===== config.mk =====
export PLATFORM = sky130hd
export DESIGN_NAME = ps2_key_decoder
export DESIGN_NICKNAME = d
export VERILOG_FILES = /design/src/rtl/ps2_defs.sv /design/src/rtl/ps2_rx_frame.sv /design/src/rtl/ps2_key_decoder.sv
export SDC_FILE = /design/constraint.sdc
export NUM_CORES = 1
export LEC_CHECK = 0
export ABC_AREA = 1
export CORE_UTILIZATION = 44
export DETAILED_ROUTE_END_ITERATION = 10
export PLACE_DENSITY = 0.7
export SLEW_MARGIN = 20
export SYNTH_ARGS = -nofsm -noshare
export SYNTH_HDL_FRONTEND = slang
export SYNTH_SLANG_ARGS = --single-unit
export TNS_END_PERCENT = 100

===== constraint.sdc =====
create_clock -name clk_25MHz -period 1.6 [get_ports clk_25MHz]
set_input_delay 0.32 -clock clk_25MHz [delete_from_list [all_inputs] [get_ports clk_25MHz]]
set_output_delay 0.32 -clock clk_25MHz [all_outputs]
set_load 0.01 [all_outputs]

===== src/rtl/ps2_defs.sv =====
// ps2_defs: shared constants for the PS/2 keyboard front end.
//   - Set-2 scan codes for the four movement keys, the break/extended
//     prefixes, and the extended arrow codes (only used when the
//     PS2_ARROW_KEYS_EN macro is defined).
//   - FSM state encoding for the frame receiver.
package ps2_defs;

  localparam logic [7:0] SC_W     = 8'h1D;
  localparam logic [7:0] SC_A     = 8'h1C;
  localparam logic [7:0] SC_S     = 8'h1B;
  localparam logic [7:0] SC_D     = 8'h23;
  localparam logic [7:0] SC_BREAK = 8'hF0;
  localparam logic [7:0] SC_EXT   = 8'hE0;
  localparam logic [7:0] SC_UP    = 8'h75;
  localparam logic [7:0] SC_LEFT  = 8'h6B;
  localparam logic [7:0] SC_DOWN  = 8'h72;
  localparam logic [7:0] SC_RIGHT = 8'h74;

  typedef enum logic [1:0] {
    ST_IDLE   = 2'd0,
    ST_DATA   = 2'd1,
    ST_PARITY = 2'd2,
    ST_STOP   = 2'd3
  } rx_state_e;

endpackage


===== src/rtl/ps2_rx_frame.sv =====
// ps2_rx_frame: PS/2 frame receiver.
//   Synchronises the raw PS/2 clock and data, debounces the clock, detects
//   falling edges and assembles 11-bit frames (start, 8 data LSB first, odd
//   parity, stop). A stalled frame is abandoned after TIMEOUT_CYCLES cycles
//   without a falling edge.
// Ports:
//   clk_i       system clock
//   rst_ni      asynchronous reset, active-low
//   ps2_clk_i   raw PS/2 clock (asynchronous)
//   ps2_data_i  raw PS/2 data (asynchronous)
//   byte_o      received byte, valid with valid_o
//   valid_o     one-cycle pulse, good frame received
//   err_o       one-cycle pulse, parity/stop/timeout error
module ps2_rx_frame
  import ps2_defs::*;
#(
  parameter int FILTER_LEN     = 4,
  parameter int TIMEOUT_CYCLES = 25000
) (
  input  logic       clk_i,
  input  logic       rst_ni,
  input  logic       ps2_clk_i,
  input  logic       ps2_data_i,
  output logic [7:0] byte_o,
  output logic       valid_o,
  output logic       err_o
);

  localparam int FCW = (FILTER_LEN > 1) ? $clog2(FILTER_LEN) : 1;
  localparam int TCW = (TIMEOUT_CYCLES > 1) ? $clog2(TIMEOUT_CYCLES) : 1;
  localparam logic [FCW-1:0] FCNT_MAX = FCW'(FILTER_LEN - 1);
  localparam logic [TCW-1:0] TO_MAX   = TCW'(TIMEOUT_CYCLES - 1);

  logic           clk_s1_q, clk_s2_q;
  logic           dat_s1_q, dat_s2_q;
  logic           filt_q, filt_prev_q;
  logic [FCW-1:0] fcnt_q;
  logic           fall;

  rx_state_e      state_q;
  logic [2:0]     bit_cnt_q;
  logic [7:0]     shreg_q;
  logic           par_q;
  logic [TCW-1:0] to_cnt_q;
  logic [7:0]     byte_q;
  logic           valid_q;
  logic           err_q;

  // Synchronisers plus clock filter. The filter counts consecutive samples
  // that disagree with the current filtered level; any agreeing sample
  // restarts the count, so glitches shorter than FILTER_LEN are ignored.
  always_ff @(posedge clk_i or negedge rst_ni) begin
    if (!rst_ni) begin
      clk_s1_q    <= 1'b1;
      clk_s2_q    <= 1'b1;
      dat_s1_q    <= 1'b1;
      dat_s2_q    <= 1'b1;
      filt_q      <= 1'b1;
      filt_prev_q <= 1'b1;
      fcnt_q      <= '0;
    end else begin
      clk_s1_q    <= ps2_clk_i;
      clk_s2_q    <= clk_s1_q;
      dat_s1_q    <= ps2_data_i;
      dat_s2_q    <= dat_s1_q;
      filt_prev_q <= filt_q;
      if (clk_s2_q == filt_q) begin
        fcnt_q <= '0;
      end else if (fcnt_q == FCNT_MAX) begin
        filt_q <= clk_s2_q;
        fcnt_q <= '0;
      end else begin
        fcnt_q <= fcnt_q + FCW'(1);
      end
    end
  end

  assign fall = filt_prev_q & ~filt_q;

  // Frame FSM with timeout. The timeout check takes priority only when no
  // edge arrives in the same cycle, so a last-moment edge keeps the frame.
  always_ff @(posedge clk_i or negedge rst_ni) begin
    if (!rst_ni) begin
      state_q   <= ST_IDLE;
      bit_cnt_q <= '0;
      shreg_q   <= '0;
      par_q     <= 1'b0;
      to_cnt_q  <= '0;
      byte_q    <= '0;
      valid_q   <= 1'b0;
      err_q     <= 1'b0;
    end else begin
      valid_q <= 1'b0;
      err_q   <= 1'b0;

      if (state_q == ST_IDLE || fall) to_cnt_q <= '0;
      else                            to_cnt_q <= to_cnt_q + TCW'(1);

      if (state_q != ST_IDLE && !fall && to_cnt_q == TO_MAX) begin
        err_q    <= 1'b1;
        state_q  <= ST_IDLE;
        to_cnt_q <= '0;
      end else if (fall) begin
        case (state_q)
          ST_IDLE: begin
            // A high start bit is a stray edge; stay idle silently.
            if (!dat_s2_q) begin
              state_q   <= ST_DATA;
              bit_cnt_q <= '0;
            end
          end
          ST_DATA: begin
            shreg_q   <= {dat_s2_q, shreg_q[7:1]};
            bit_cnt_q <= bit_cnt_q + 3'd1;
            if (bit_cnt_q == 3'd7) state_q <= ST_PARITY;
          end
          ST_PARITY: begin
            par_q   <= dat_s2_q;
            state_q <= ST_STOP;
          end
          ST_STOP: begin
            if (dat_s2_q && (^{shreg_q, par_q})) begin
              valid_q <= 1'b1;
              byte_q  <= shreg_q;
            end else begin
              err_q <= 1'b1;
            end
            state_q <= ST_IDLE;
          end
          default: state_q <= ST_IDLE;
        endcase
      end
    end
  end

  assign byte_o  = byte_q;
  assign valid_o = valid_q;
  assign err_o   = err_q;

endmodule


===== src/rtl/ps2_key_decoder.sv =====
// ps2_key_decoder: PS/2 keyboard to active-low w/a/s/d game inputs.
//   Tracks the break (F0) and extended (E0) prefixes and holds each key
//   output low from make code to break code. Raw bytes and frame errors are
//   exported for debug / seven-segment display.
//   Build option: define PS2_ARROW_KEYS_EN to also map the extended arrow
//   keys onto the same four outputs (last event wins).
// Ports:
//   clk_25MHz   system/VGA clock
//   reset       asynchronous reset, active-low
//   ps2_clk     raw PS/2 clock
//   ps2_data    raw PS/2 data
//   w, a, s, d  active-low key levels
//   scan_code   last valid received byte
//   scan_valid  one-cycle pulse when scan_code updates
//   frame_err   one-cycle pulse on parity, stop or timeout error
module ps2_key_decoder
  import ps2_defs::*;
#(
  parameter int FILTER_LEN     = 4,
  parameter int TIMEOUT_CYCLES = 25000
) (
  input  logic       clk_25MHz,
  input  logic       reset,
  input  logic       ps2_clk,
  input  logic       ps2_data,
  output logic       w,
  output logic       a,
  output logic       s,
  output logic       d,
  output logic [7:0] scan_code,
  output logic       scan_valid,
  output logic       frame_err
);

  logic [7:0] rx_byte;
  logic       rx_vld;
  logic       rx_err;

  logic       w_q, a_q, s_q, d_q;
  logic       w_d, a_d, s_d, d_d;
  logic       brk_q, brk_d;
  logic       ext_q, ext_d;
  logic [7:0] code_q, code_d;
  logic       vld_q, err_q;

  ps2_rx_frame #(
    .FILTER_LEN    (FILTER_LEN),
    .TIMEOUT_CYCLES(TIMEOUT_CYCLES)
  ) u_rx (
    .clk_i     (clk_25MHz),
    .rst_ni    (reset),
    .ps2_clk_i (ps2_clk),
    .ps2_data_i(ps2_data),
    .byte_o    (rx_byte),
    .valid_o   (rx_vld),
    .err_o     (rx_err)
  );

  // Key outputs take the value of brk: a make code (brk=0) presses, a
  // break code (brk=1) releases. Prefix state is dropped on any error so a
  // corrupted break never leaks into the next key.
  always_comb begin
    w_d    = w_q;
    a_d    = a_q;
    s_d    = s_q;
    d_d    = d_q;
    brk_d  = brk_q;
    ext_d  = ext_q;
    code_d = code_q;
    if (rx_err) begin
      brk_d = 1'b0;
      ext_d = 1'b0;
    end else if (rx_vld) begin
      code_d = rx_byte;
      if (rx_byte == SC_BREAK) begin
        brk_d = 1'b1;
      end else if (rx_byte == SC_EXT) begin
        ext_d = 1'b1;
      end else begin
        brk_d = 1'b0;
        ext_d = 1'b0;
        if (!ext_q) begin
          case (rx_byte)
            SC_W:    w_d = brk_q;
            SC_A:    a_d = brk_q;
            SC_S:    s_d = brk_q;
            SC_D:    d_d = brk_q;
            default: ;
          endcase
        end
`ifdef PS2_ARROW_KEYS_EN
        else begin
          case (rx_byte)
            SC_UP:    w_d = brk_q;
            SC_LEFT:  a_d = brk_q;
            SC_DOWN:  s_d = brk_q;
            SC_RIGHT: d_d = brk_q;
            default:  ;
          endcase
        end
`endif
      end
    end
  end

  // Keys, scan_code and the status pulses all update on the same edge, so
  // the key level is already final in the scan_valid cycle.
  always_ff @(posedge clk_25MHz or negedge reset) begin
    if (!reset) begin
      w_q    <= 1'b1;
      a_q    <= 1'b1;
      s_q    <= 1'b1;
      d_q    <= 1'b1;
      brk_q  <= 1'b0;
      ext_q  <= 1'b0;
      code_q <= '0;
      vld_q  <= 1'b0;
      err_q  <= 1'b0;
    end else begin
      w_q    <= w_d;
      a_q    <= a_d;
      s_q    <= s_d;
      d_q    <= d_d;
      brk_q  <= brk_d;
      ext_q  <= ext_d;
      code_q <= code_d;
      vld_q  <= rx_vld;
      err_q  <= rx_err;
    end
  end

  assign w          = w_q;
  assign a          = a_q;
  assign s          = s_q;
  assign d          = d_q;
  assign scan_code  = code_q;
  assign scan_valid = vld_q;
  assign frame_err  = err_q;

endmodule

==> run_results.csv <==
group,metric,value,unit
critical_path,crit_family,"simple AND/OR/NAND/NOR gates",
pwr,total_power,5215,uW
run_status,status,"complete, no violations",
critical_path,worst-setup-path-type,"reg2reg",
run,cap_violations,0,
drt,drt_iter0_drc,101,
timing,finalHoldViolCount,0,
layout,drive_gt1_share,20.63,%
pwr,clkPwrFrac,26.8,%
critical_path,crit_buf_inv,0,
synthesis,ys_seq_area_share,50.48,%
synthesis,yosysTopAreaCellShare,42.13,%
critical_path,slowest_delay,380,ps
synthesis,synth.area.top_cells,"dfrtp_1 (42%), nand2_1 (13%), dfstp_2 (8.3%)",
pwr,powerDensity,1379,nW/um^2
layout,layoutNonFillerInstCount,508,
critical_path,r2r_slack,10,ps
synthesis,ys.flop_type,"dfrtp_1",
placement,port_buffers,17,
synthesis,synthMostInstantiatedCell,"nand2_1",
pwr,sequentialPowerShare,39.8,%
timing,finalCriticalPeriod,1587,ps
critical_path,cp-end-kind,"flip-flop",
floorplanning,fp.coreArea,6869,um^2
clocking,clk_pin_slew_worst_paths,70,ps
grt,grt_pass1_vias,2224,
synthesis,synth-seq-cells,63,
synthesis,synth_top_area_cell,"dfrtp_1",
pwr,p_switching,1961,uW
timing,setup_viol,0,
critical_path,arrival,1850,ps
timing,rsz0062_at_grt,"true",
drt,wirelength,5948,um
timing,maxSlewHeadroom,68.50,%
floorplanning,die_h,86.59,um
critical_path,r2r_end,"u_rx.to_cnt_q[12]",
clocking,cts_num_sinks,63,
layout,diodes,0,
drt,num_vias,2460,
layout,fillers,612,
placement,gp_congestion,0.8232,
critical_path,cp.required,1860,ps
critical_path,crit_chain,"ha_2 -> nand2_2 -> nor2_4 -> nand3_2 -> nor2_4 -> nand2_2 -> o21ai_2 -> nor3b_4",
drt,dr.pass1.iters,5,
floorplanning,start_util,45.83,%
drt,wl_per_cell,11.71,um
layout,regArea,1589,um^2
pwr,swShare,37.61,%
synthesis,synth_edf_count,0,
synthesis,synth.avg_cell_area,8.578,um^2
drt,ant_nets,0,
synthesis,synth_area,3148,um^2
drt,vias_per_cell,4.843,
placement,placed_cell_area,3471,um^2
grt,grt_max_degree,64,
clocking,cts_made_buffers,9,
min_path,min-delay-start,"u_rx.dat_s1_q",
critical_path,worst_r2r_path_depth,8,
synthesis,async_reset_ff_share,100.0,%
timing,slew_viol_final,0,
min_path,min_path_cells,0,
timing,tightest_slew,468.1,ps
critical_path,critPathSlowestCell,"dfrtp_1",
placement,placed_cells,483,
clocking,clockRootBuffer,"clkbuf_8",
timing,max_clock_freq,0.6302,GHz
layout,fin_nets,419,
synthesis,synthCells,367,
pwr,ir_worst_vdd,0.0005186,V
grt,grt_pass1_wl,9784,um
clocking,htreeDepth,3,
min_path,min_to,"u_rx.dat_s2_q",
timing,period_share,99.17,%
layout,area_growth,20.11,%
synthesis,synth.distinct_cells,35,
clocking,clock_latency,350,ps
floorplanning,placementRows,30,
clocking,cts_tree,"done",
synthesis,ys_warn_count,0,
floorplanning,dieArea,7497,um^2
timing,clock_skew,15.11,ps
layout,multi_input_area,1383,um^2
layout,design_area,3781,um^2
critical_path,rr_startpoint,"u_rx.to_cnt_q[0]",
critical_path,critPathMaxFanout,4,
synthesis,synthTopCellsByCount,"nand2_1 (106), dfrtp_1 (53), inv_1 (40)",
floorplanning,die_w,86.59,um
floorplanning,ioPinCount,18,
pwr,p_leak,0.001854,uW
critical_path,cp-start-kind,"flip-flop",
clocking,cts_buffer_depth,2,
min_path,hp-class,"reg2reg",
placement,post-dp-hpwl,4076,um
grt,overflow,0,
grt,antenna_found_initial,0,
pwr,combPwrFrac,33.4,%
grt,grt_usage,17.18,%
synthesis,synth.net_count,379,
drt,drc,0,
pwr,internal_power,3254,uW
## worst max-delay path by stage
stage / startpoint / endpoint / slack, ps / cells past startpoint
after detailed placement: u_rx.state_q[0] / u_rx.to_cnt_q[9] / 20 / 9
after CTS: u_rx.state_q[1] / u_rx.to_cnt_q[9] / 20 / 9
final: u_rx.to_cnt_q[0] / u_rx.to_cnt_q[12] / 10 / 8
after global placement: u_rx.state_q[0] / u_rx.to_cnt_q[9] / 80 / 9
after global routing: u_rx.to_cnt_q[0] / u_rx.to_cnt_q[12] / -90 / 8
after floorplan: u_rx.state_q[0] / u_rx.to_cnt_q[9] / 160 / 9
## power by group through the flow
stage          clock, uW  sequential (uW)  combinational (uW)
5_1_grt             1500             2110                1990
6_report            1400             2080                1740
4_1_cts             1420             2070                1630
2_1_floorplan          0             2060                1250
3_3_place_gp           0             2090                1540
3_5_place_dp           0             2110                1580
## through the flow
stage	setup slack, ps	util [%]	setup TNS, ps	hold WS (ps)
after global placement	84.58	50.53	0	346.6
final	13.21	55.05	0	356.1
after detailed placement	24.31	50.53	0	346.8
after floorplan	159.2	-	0	24.41
after CTS	17.16	53.62	0	356.7
after global routing	-93.11	55.05	-250.2	361.1
## routing by layer
metal	vias up	GRT usage (%)	part of all wire, %
li1	1253	-	-
met1	1150	21.28	46
met2	44	27.78	48
met3	13	5.429	3.4
met4	0	7.273	1.9
met5	-	0	0
## cell type report
cell class / instances / area share [%]
multi-input combinational: 250 / 36.57
tap: 96 / 3.177
inverter: 51 / 5.129
clock inverter: 5 / 1.555
timing repair buffer: 32 / 7.809
sequential: 63 / 42.03
clock buffer: 11 / 3.739
## timing repair
item	4_1_cts	5_1_grt
hold endpoints to repair	48	0
pin swaps	0	9
setup endpoints to repair	5	19
resized for setup	4	16
hold buffers	1	0
setup buffers	1	7
## worst register-to-register path, stage by stage, from the launching register on
cell	delay [ps]
dfrtp_1	380
ha_2	210
nand2_2	80
nor2_4	130
nand3_2	100
nor2_4	180
nand2_2	110
o21ai_2	120
nor3b_4	200
## flip-flops by register name (all words and copies together) (netlist names), 2 cells and up
register,count
u_rx.fcnt_q,2
u_rx.shreg_q,8
scan_code,8
u_rx.byte_o,8
u_rx.state_q,2
u_rx.bit_cnt_q,3
u_rx.to_cnt_q,15
## placed cells by master, fill, tap and decap left out, types with 3 or more instances in the layout
cell type / n
nand2_1: 105
dfrtp_1: 53
inv_1: 39
nor2_1: 29
nand3_1: 21
o21ai_1: 13
buf_4: 13
inv_2: 11
nand4_1: 10
o21ai_0: 10
dfstp_2: 10
clkbuf_8: 10
clkdlybuf4s50_1: 9
ha_1: 6
a21oi_1: 5
nor2_4: 5
nor3_1: 5
nor2_2: 4
xor2_1: 4
dlygate4sd2_1: 4
nand2_4: 3
nand2_2: 3
nand3_2: 3
nor4_1: 3
mux2_2: 3
dlymetal6s2s_1: 3
## kinds of logic after synthesis
group,after synthesis,synth area share (%)
AO/OA/AOI/OAI,30,4.809
AND/OR/NAND/NOR,203,32.04
flip-flops,63,50.48
multiplexers,4,1.391
adder cells (fa/ha/maj),8,3.180
XOR/XNOR,5,1.391
buffers and inverters,54,6.717
(Power assumes the default switching activity.)
